File: src/rtl/uart_pkg.sv
// Shared UART definitions: receiver state encoding, default bit timing and byte width.
// The transmit side imports this package as well.
package uart_pkg;

  localparam int DEFAULT_CLKS_PER_BIT = 434;
  localparam int DATA_W = 8;

  typedef enum logic [2:0] {
    IDLE,
    START,
    DATA,
    STOP,
    WAIT_IDLE
  } rx_state_t;

endpackage

File: src/rtl/uart_fifo.sv
// Show-ahead byte FIFO: rdata presents the head entry whenever empty is low.
// A push and a pop in the same cycle both take effect, even when the FIFO is full.
module uart_fifo
  import uart_pkg::*;
#(
  parameter int DEPTH_LOG2 = 4
) (
  input  logic              clk,
  input  logic              rst_n,
  input  logic              push,
  input  logic [DATA_W-1:0] wdata,
  input  logic              pop,
  output logic [DATA_W-1:0] rdata,
  output logic              empty,
  output logic              overflow
);

  localparam int DEPTH = 2 ** DEPTH_LOG2;

  logic [DATA_W-1:0]     mem [DEPTH];
  logic [DEPTH_LOG2-1:0] wr_ptr;
  logic [DEPTH_LOG2-1:0] rd_ptr;
  logic [DEPTH_LOG2-1:0] rd_next;
  logic [DEPTH_LOG2:0]   count;
  logic                  full;
  logic                  one_left;
  logic                  do_pop;
  logic                  do_push;

  assign empty    = (count == '0);
  assign full     = (count == (DEPTH_LOG2 + 1)'(DEPTH));
  assign one_left = (count == (DEPTH_LOG2 + 1)'(1));
  assign do_pop   = pop && !empty;
  assign do_push  = push && (!full || do_pop);
  assign rd_next  = rd_ptr + 1'b1;

  always_ff @(posedge clk) begin
    if (do_push) begin
      mem[wr_ptr] <= wdata;
    end
  end

  // The head is kept in its own register so it can reset to zero and hold its
  // last value once the FIFO drains, instead of exposing a stale memory slot.
  always_ff @(posedge clk or negedge rst_n) begin
    if (!rst_n) begin
      wr_ptr   <= '0;
      rd_ptr   <= '0;
      count    <= '0;
      overflow <= 1'b0;
      rdata    <= '0;
    end else begin
      if (do_push) begin
        wr_ptr <= wr_ptr + 1'b1;
      end
      if (do_pop) begin
        rd_ptr <= rd_next;
      end

      case ({do_push, do_pop})
        2'b10:   count <= count + 1'b1;
        2'b01:   count <= count - 1'b1;
        default: count <= count;
      endcase

      if (push && !do_push) begin
        overflow <= 1'b1;
      end

      if (do_pop) begin
        if (!one_left) begin
          rdata <= mem[rd_next];
        end else if (do_push) begin
          rdata <= wdata;
        end
      end else if (empty && do_push) begin
        rdata <= wdata;
      end
    end
  end

endmodule

File: src/rtl/uart_rx_fifo.sv
// 8N1 UART receiver: synchronizes rxd, recovers bytes by mid-bit sampling and
// queues good bytes in a show-ahead FIFO for the core to pop.
module uart_rx_fifo
  import uart_pkg::*;
#(
  parameter int CLKS_PER_BIT = DEFAULT_CLKS_PER_BIT,
  parameter int DEPTH_LOG2   = 4
) (
  input  logic              clk,
  input  logic              rst_n,
  input  logic              rxd,
  input  logic              uart_rdreq,
  output logic              uart_empty,
  output logic [DATA_W-1:0] uart_in,
  output logic              overflow,
  output logic              frame_err
);

  localparam logic [15:0] HALF_BIT = 16'(CLKS_PER_BIT / 2);
  localparam logic [15:0] LAST_CNT = 16'(CLKS_PER_BIT - 1);

  logic [1:0]        sync;
  logic              rxd_s;
  rx_state_t         state;
  rx_state_t         state_n;
  logic [15:0]       cnt;
  logic [15:0]       cnt_n;
  logic [2:0]        idx;
  logic [2:0]        idx_n;
  logic [DATA_W-1:0] shreg;
  logic [DATA_W-1:0] shreg_n;
  logic              frame_err_n;
  logic              push;

  // Synchronizer resets high so a reset release never looks like a start edge.
  always_ff @(posedge clk or negedge rst_n) begin
    if (!rst_n) begin
      sync <= 2'b11;
    end else begin
      sync <= {sync[0], rxd};
    end
  end

  assign rxd_s = sync[1];

  always_ff @(posedge clk or negedge rst_n) begin
    if (!rst_n) begin
      state     <= IDLE;
      cnt       <= '0;
      idx       <= '0;
      shreg     <= '0;
      frame_err <= 1'b0;
    end else begin
      state     <= state_n;
      cnt       <= cnt_n;
      idx       <= idx_n;
      shreg     <= shreg_n;
      frame_err <= frame_err_n;
    end
  end

  // The start bit is re-checked at its midpoint; from there each full bit
  // period lands the sample in the middle of the next bit.
  always_comb begin
    state_n     = state;
    cnt_n       = cnt + 16'd1;
    idx_n       = idx;
    shreg_n     = shreg;
    frame_err_n = 1'b0;
    push        = 1'b0;

    case (state)
      IDLE: begin
        cnt_n = '0;
        idx_n = '0;
        if (!rxd_s) begin
          state_n = START;
        end
      end

      START: begin
        if (cnt == HALF_BIT) begin
          cnt_n   = '0;
          state_n = rxd_s ? IDLE : DATA;
        end
      end

      DATA: begin
        if (cnt == LAST_CNT) begin
          cnt_n          = '0;
          shreg_n[idx]   = rxd_s;
          idx_n          = idx + 3'd1;
          if (idx == 3'd7) begin
            state_n = STOP;
          end
        end
      end

      STOP: begin
        if (cnt == LAST_CNT) begin
          cnt_n = '0;
          if (rxd_s) begin
            push    = 1'b1;
            state_n = IDLE;
          end else begin
            frame_err_n = 1'b1;
            state_n     = WAIT_IDLE;
          end
        end
      end

      WAIT_IDLE: begin
        cnt_n = '0;
        if (rxd_s) begin
          state_n = IDLE;
        end
      end

      default: begin
        cnt_n   = '0;
        state_n = IDLE;
      end
    endcase
  end

  uart_fifo #(
    .DEPTH_LOG2(DEPTH_LOG2)
  ) u_fifo (
    .clk     (clk),
    .rst_n   (rst_n),
    .push    (push),
    .wdata   (shreg),
    .pop     (uart_rdreq),
    .rdata   (uart_in),
    .empty   (uart_empty),
    .overflow(overflow)
  );

endmodule

File: config.mk
export PLATFORM = sky130hd
export DESIGN_NAME = uart_rx_fifo
export DESIGN_NICKNAME = d
export VERILOG_FILES = /design/src/rtl/uart_pkg.sv /design/src/rtl/uart_fifo.sv /design/src/rtl/uart_rx_fifo.sv
export SDC_FILE = /design/constraint.sdc
export NUM_CORES = 1
export LEC_CHECK = 0
export BUFFER_PORTS_ARGS = -buffer_cell sky130_fd_sc_hd__buf_2
export CORE_MARGIN = 1.5
export CORE_UTILIZATION = 30
export CTS_BUF_LIST = sky130_fd_sc_hd__clkbuf_16
export DETAILED_ROUTE_END_ITERATION = 16
export MAX_ROUTING_LAYER = met4
export PLACE_DENSITY = 0.46
export RECOVER_POWER = 50
export SLEW_MARGIN = 20
export SYNTH_ARGS = -nofsm -noshare
export SYNTH_HDL_FRONTEND = slang
export SYNTH_SLANG_ARGS = --single-unit
export TNS_END_PERCENT = 100
File: constraint.sdc
create_clock -name clk -period 7.8 [get_ports clk]
set_clock_uncertainty 0.15 [all_clocks]
set_input_delay 0.39 -clock clk [delete_from_list [all_inputs] [get_ports clk]]
set_output_delay 0.39 -clock clk [all_outputs]
set_load 0.1 [all_outputs]
---- Word level (Yosys, flattened, before mapping) ----
Memories as Yosys holds them, arrays and structs flattened.
Index checks and enable logic that the tools add are counted.
W data, S select, Z words.
cells by class
  muxes and demuxes ....................... 30
  reductions and logical operators ........ 19
  order comparisons ....................... 2
  equal/unequal tests ..................... 18
  add/sub/neg operators ................... 6
operators with widths
  kind                     number
  $mux W16                 2
  $mux W8                  4
  $pmux W16 S2             1
  $mux W3                  8
  $add A16 B1 Y16 const B  1
  $eq A16 B8 Y1 const B    1
  $eq A16 B9 Y1 const B    1
  $pmux W3 S5              1
  $ne A2 B2 Y1 const B     6
  $pmux W5 S2              1
  $mux W1                  9
  $add A4 B1 Y4 const B    2
  $bwmux W8                1
  $eq A3 B2 Y1 const B     2
  $eq A3 B3 Y1 const B     2
  $pmux W3 S2              1
  $reduce_and A2 Y1        3
  $reduce_and A6 Y1        1
  $reduce_bool A2 Y1       3
  $add A5 B1 Y5 const B    1
  $eq A5 B1 Y1 const B     1
  $eq A5 B5 Y1 const B     1
  $logic_and A1 B1 Y1      5
  $logic_not A5 Y1         1
  other kinds (14)         16
storage, ports and cells
  output and inout bits ................... 11
  RAM bits ................................ 128
  input port bits ......................... 4
  word-level logic and storage cells ...... 87
  memories kept ........................... 1
  register bits after elaboration ......... 55
memories
  memory      words  width  read ports  clocked after Yosys merged registers in  wr ports  line             RTL
  u_fifo.mem  16     8      1           0                                        1         uart_fifo.sv:20  logic [DATA_W-1:0] mem [DEPTH];

---- Depth between registers and ports, before layout ----
  depth after elaboration ................. 8
  gate-level depth with buffers ........... 8
  gate-level depth less buffers ........... 7

---- Cells and area by module ----
From an unflattened synthesis, not the netlist that was laid out.
unflattened totals
  cell total of the unflattened synthesis .. 510
  area, all modules ....................... 7992.7 µm²
modules (own cells, without submodules)
  module        sequential area each (µm²)  times used  area an instance (µm²)  cells an instance
  uart_fifo     4394.2                      1           6197.2                  335
  uart_rx_fifo  828.3                       1           1795.5                  175

---- Worst setup path after synthesis ----
No wires, ideal clock.
  path kind ............................... flip-flop to flip-flop
  start point ............................. register u_fifo.count[1]
  end point ............................... register u_fifo.rdata[0]
  setup time .............................. 126 ps
  arrival ................................. 2516 ps
  path buffers ............................ 0
  cell stages (with the launch flop) ...... 7
  required time ........................... 7524 ps
  slack ................................... 5008 ps
  period minus slack after synthesis ...... 2792 ps
  path through ............................ dfrtp_1 > inv_1 > ha_1 > or4b_1 > inv_1 > o21ai_1 > a221o_1
between the ends
  word-level cells in the longest chain between the ends .. 8
  elaborated cells on any way between the ends .. 14
  those cells by class .................... 3 x eq/ne; 2 x mux; 9 x reduce/logical
ends and longest elaborated chain
  item                          line                RTL
  start: declaration            uart_fifo.sv:24     logic [DEPTH_LOG2:0] count;
  start signal: assignment      uart_fifo.sv:61     2'b10: count <= count + 1'b1;
  start signal: assignment      uart_fifo.sv:62     2'b01: count <= count - 1'b1;
  start signal: assignment      uart_fifo.sv:63     default: count <= count;
  $logic_not A5 Y1 (*)          uart_fifo.sv:30     assign empty = (count == '0);
  via uart_empty                uart_rx_fifo.sv:13  output logic uart_empty,
  $logic_not A1 Y1              uart_fifo.sv:33     assign do_pop = pop && !empty;
  $logic_and A1 B1 Y1           uart_fifo.sv:33
  $logic_or A1 B1 Y1            uart_fifo.sv:34     assign do_push = push && (!full || do_pop);
  $logic_and A1 B1 Y1           uart_fifo.sv:34
  $logic_and A1 B1 Y1           uart_fifo.sv:76     end else if (empty && do_push) begin
  $reduce_bool A2 Y1 (no line)  n/a
  $reduce_and A2 Y1 (no line)   n/a
  end signal: assignment        uart_fifo.sv:72     rdata <= mem[rd_next];
  end signal: assignment        uart_fifo.sv:74     rdata <= wdata;
  end signal: assignment        uart_fifo.sv:77     rdata <= wdata;
  end: declaration              uart_fifo.sv:13     output logic [DATA_W-1:0] rdata,
Mark *: on every way through the listed nets, which the timed path passes. The rest lies on a longest branch.
A chain may end at the register's enable or synchronous reset.

==> run metrics <==
outcome=finished, violations left; failing checks=max-capacitance violations, max-slew violations; DR vias=around 4,300; post-layout util=a little over a third; ANT cells=0; Max Slew Vio Count=56; Synth area leader=edfxtp_1; Rows=58; Tightest Pin Transition=~3.1 ns; Die Area=27,000 µm²; Die Height=approximately 160 µm; htree depth=4; MaxCap Viol Count=1; largest stage delay on the critical path=2.14 ns; top layer in use=met4; met3 WL=approximately 580 µm; commonest cells in the netlist=edfxtp_1, dfrtp_1, nor2_1; Critical Path End Type=asynchronous set/reset pin; clk root buf=clkbuf_16; Worst VDD drop=203 µV; clock sinks=about 180; Seq cells post-synth=between 150 and 200; post-synth top area share=49.2%; WL per Instance=19.9 µm; Hold Slack=0.213 ns; Routed WL=17,100 µm; PwrDens=about 270 nW/µm²; I/O Buffers=14; TritonCTS buffer count=17; Seq/Total Area, Yosys=between 60% and 70%; maximum clock rate=0.273 GHz; maximum count of clock buffers along a single path=2; Net Count, Synth=515; critical path required time=7.29 ns; initial antenna violation count=0; post-route design area=8860 µm²; crit path DAT=around 3.2 ns; hold crit path type=flop to flop; Critical Path Start Type=primary input; CP max-delay cell=clkbuf_1; CP cell instances=dlygate4sd3_1 -> buf_2 -> clkbuf_1; Yosys cell types=slightly above 60; residual DRC count=0; Gate Count Post-Synth=between 400 and 500; Hold Vio Cnt, Final=0; Syn. warnings=0; Placed Cells=827; width of the die=between 150 and 200 µm; Crit Path Max Fanout=between 50 and 60; M1 WL=~8100 µm; Via density=about 5.0; fin crit share=a little under half; antenna-violating nets left=0; met2 WL=8110 µm; starting density of the core=between 30% and 40%; WS Path Type=primary input to asynchronous set/reset pin; Core Area=around 25,000 µm²; synthesized area per cell=roughly 16 µm²; Static Leak=roughly 3.5 nW; vias in the first global route=4,341; share of post-route cells with drive strength above 1=between 15 and 20%; final setup vio count=0; Detailed Place HPWL=approximately 11,000 µm; post_cts resized=0; synth top area cells=edfxtp_1, dfrtp_1, mux4_2, ha_1, xnor2_1; first-pass GRT wire length=about 27,000 µm; area delta synth->final=13.3%; post-CTS setup buffer count=0; RSZ-0062 raised after global routing=no; fin crit period=3.66 ns; Async S/R FF share, synth=30.1%; layout net count=between 500 and 600; pin count of the biggest net entering global routing=between 50 and 60; clock latency at the later pin of the worst-skew pair=~0.44 ns; GRT Residual Overflow=0; Post-synth EDFFs=128; I/O pin cnt=15; DP Area=slightly above 8000 µm²; GPL Wtd Cong=around 0.8; fin cells=approximately 860; predominant post-synthesis flop cell=edfxtp_1; Iteration-0 DRC Markers=around 420; Mapped Area=just under 8000 µm²; Reg clk slew, reported paths=around 0.070 ns; Final TNS setup=0 ns; CTS tree=done; Slew HR=-103%; most frequent cell after synthesis=edfxtp_1; First-pass DRT Iterations=7; Total GRT Usage=between 10% and 20%
power by group:
group	total, W	switching (W)	leakage (nW)	internal, W
clock network	0.000864	0.000429	0.291	0.000435
registers	0.00110	0.0000405	2.22	0.00105
logic	0.000400	0.000247	0.944	0.000153
total	0.00236	0.000716	3.45	0.00164
metrics by stage:
stage | setup slack [ns] | total power (W)
detailed placement | 4.80 | 0.00152
floorplan | 5.01 | 0.00143
global placement | 4.82 | 0.00152
CTS | 4.78 | 0.00238
global route | 3.30 | 0.00246
finish | 4.14 | 0.00236
logic make-up (layout without fill, tap and decap cells):
group / Yosys count / count (layout) / synth area share [%]
adders and majority gates: 13 / 13 / 2.08
xor gates and xnor gates: 24 / 24 / 2.69
AOI/OAI and AO/OA: 71 / 71 / 6.38
buffers and inverters: 33 / 66 / 1.87
muxes: 43 / 43 / 10.8
DFF: 183 / 183 / 66.8
and+or+nand+nor: 131 / 131 / 9.42
area by class of cell:
type                            instances  area (µm²)
Clock buffer                           17         425
Tap cell                              330         413
Clock inverter                         15         185
Fill cell                            2446       16500
Sequential cell                       183        5220
Timing Repair Buffer                   20         113
Multi-Input combinational cell        282        2450
Inverter                               14        52.6
repair_timing:
action	CTS	global route
hold buffers	2	0
setup endpoints to repair	0	0
hold endpoints to repair	54	0
layer usage:
layer | GRT usage (%) | vias up
met3 | 2.51 | 19
met4 | 5.81 | 0
met5 | - | -
li1 | - | 1979
met1 | 19.0 | 2185
met2 | 21.3 | 95
cell usage in the layout (no fill, tap or decap), types with 10 or more instances in the layout:
cell type / count
o21ai_0: 19
nor3_1: 13
and2_1: 15
inv_1: 14
nor2_1: 36
nand2_1: 19
mux4_2: 32
buf_2: 11
nand3_1: 10
xnor2_1: 17
ha_1: 13
dfrtp_1: 52
edfxtp_1: 128
clkbuf_16: 17
critical path: cells and delay by family:
family	cells	cell delay, ns
buf+inv	3	2.75
final timing paths:
kind | from | slack [ns] | endpoint | depth (start not counted)
worst max-delay path | rst_n | 4.14 | u_fifo.rd_ptr[0]$_DFFE_PN0N_ | 3
worst min-delay path | sync[0]$_DFF_PN1_ | 0.21 | sync[1]$_DFF_PN1_ | 0
worst max register to register | state[1]$_DFFE_PN0P_ | 4.84 | u_fifo.mem[10][4]$_DFFE_PP_ | 6
worst min register to register | sync[0]$_DFF_PN1_ | 0.21 | sync[1]$_DFF_PN1_ | 0
max in group clk | state[1]$_DFFE_PN0P_ | 4.84 | u_fifo.mem[10][4]$_DFFE_PP_ | 6
min in group asynchronous | rst_n | 1.42 | u_fifo.rd_ptr[1]$_DFFE_PN0N_ | 3
state kept, by name, indices dropped and copies added (netlist names):
name and flops:
state 3, u_fifo.overflow 1, cnt 16, u_fifo.mem 128
idx 3, u_fifo.rd_ptr 4, u_fifo.wr_ptr 4, sync 2
u_fifo.rdata 8, shreg 8, frame_err 1, u_fifo.count 5
Note: power is estimated with default switching activity, not from simulation.
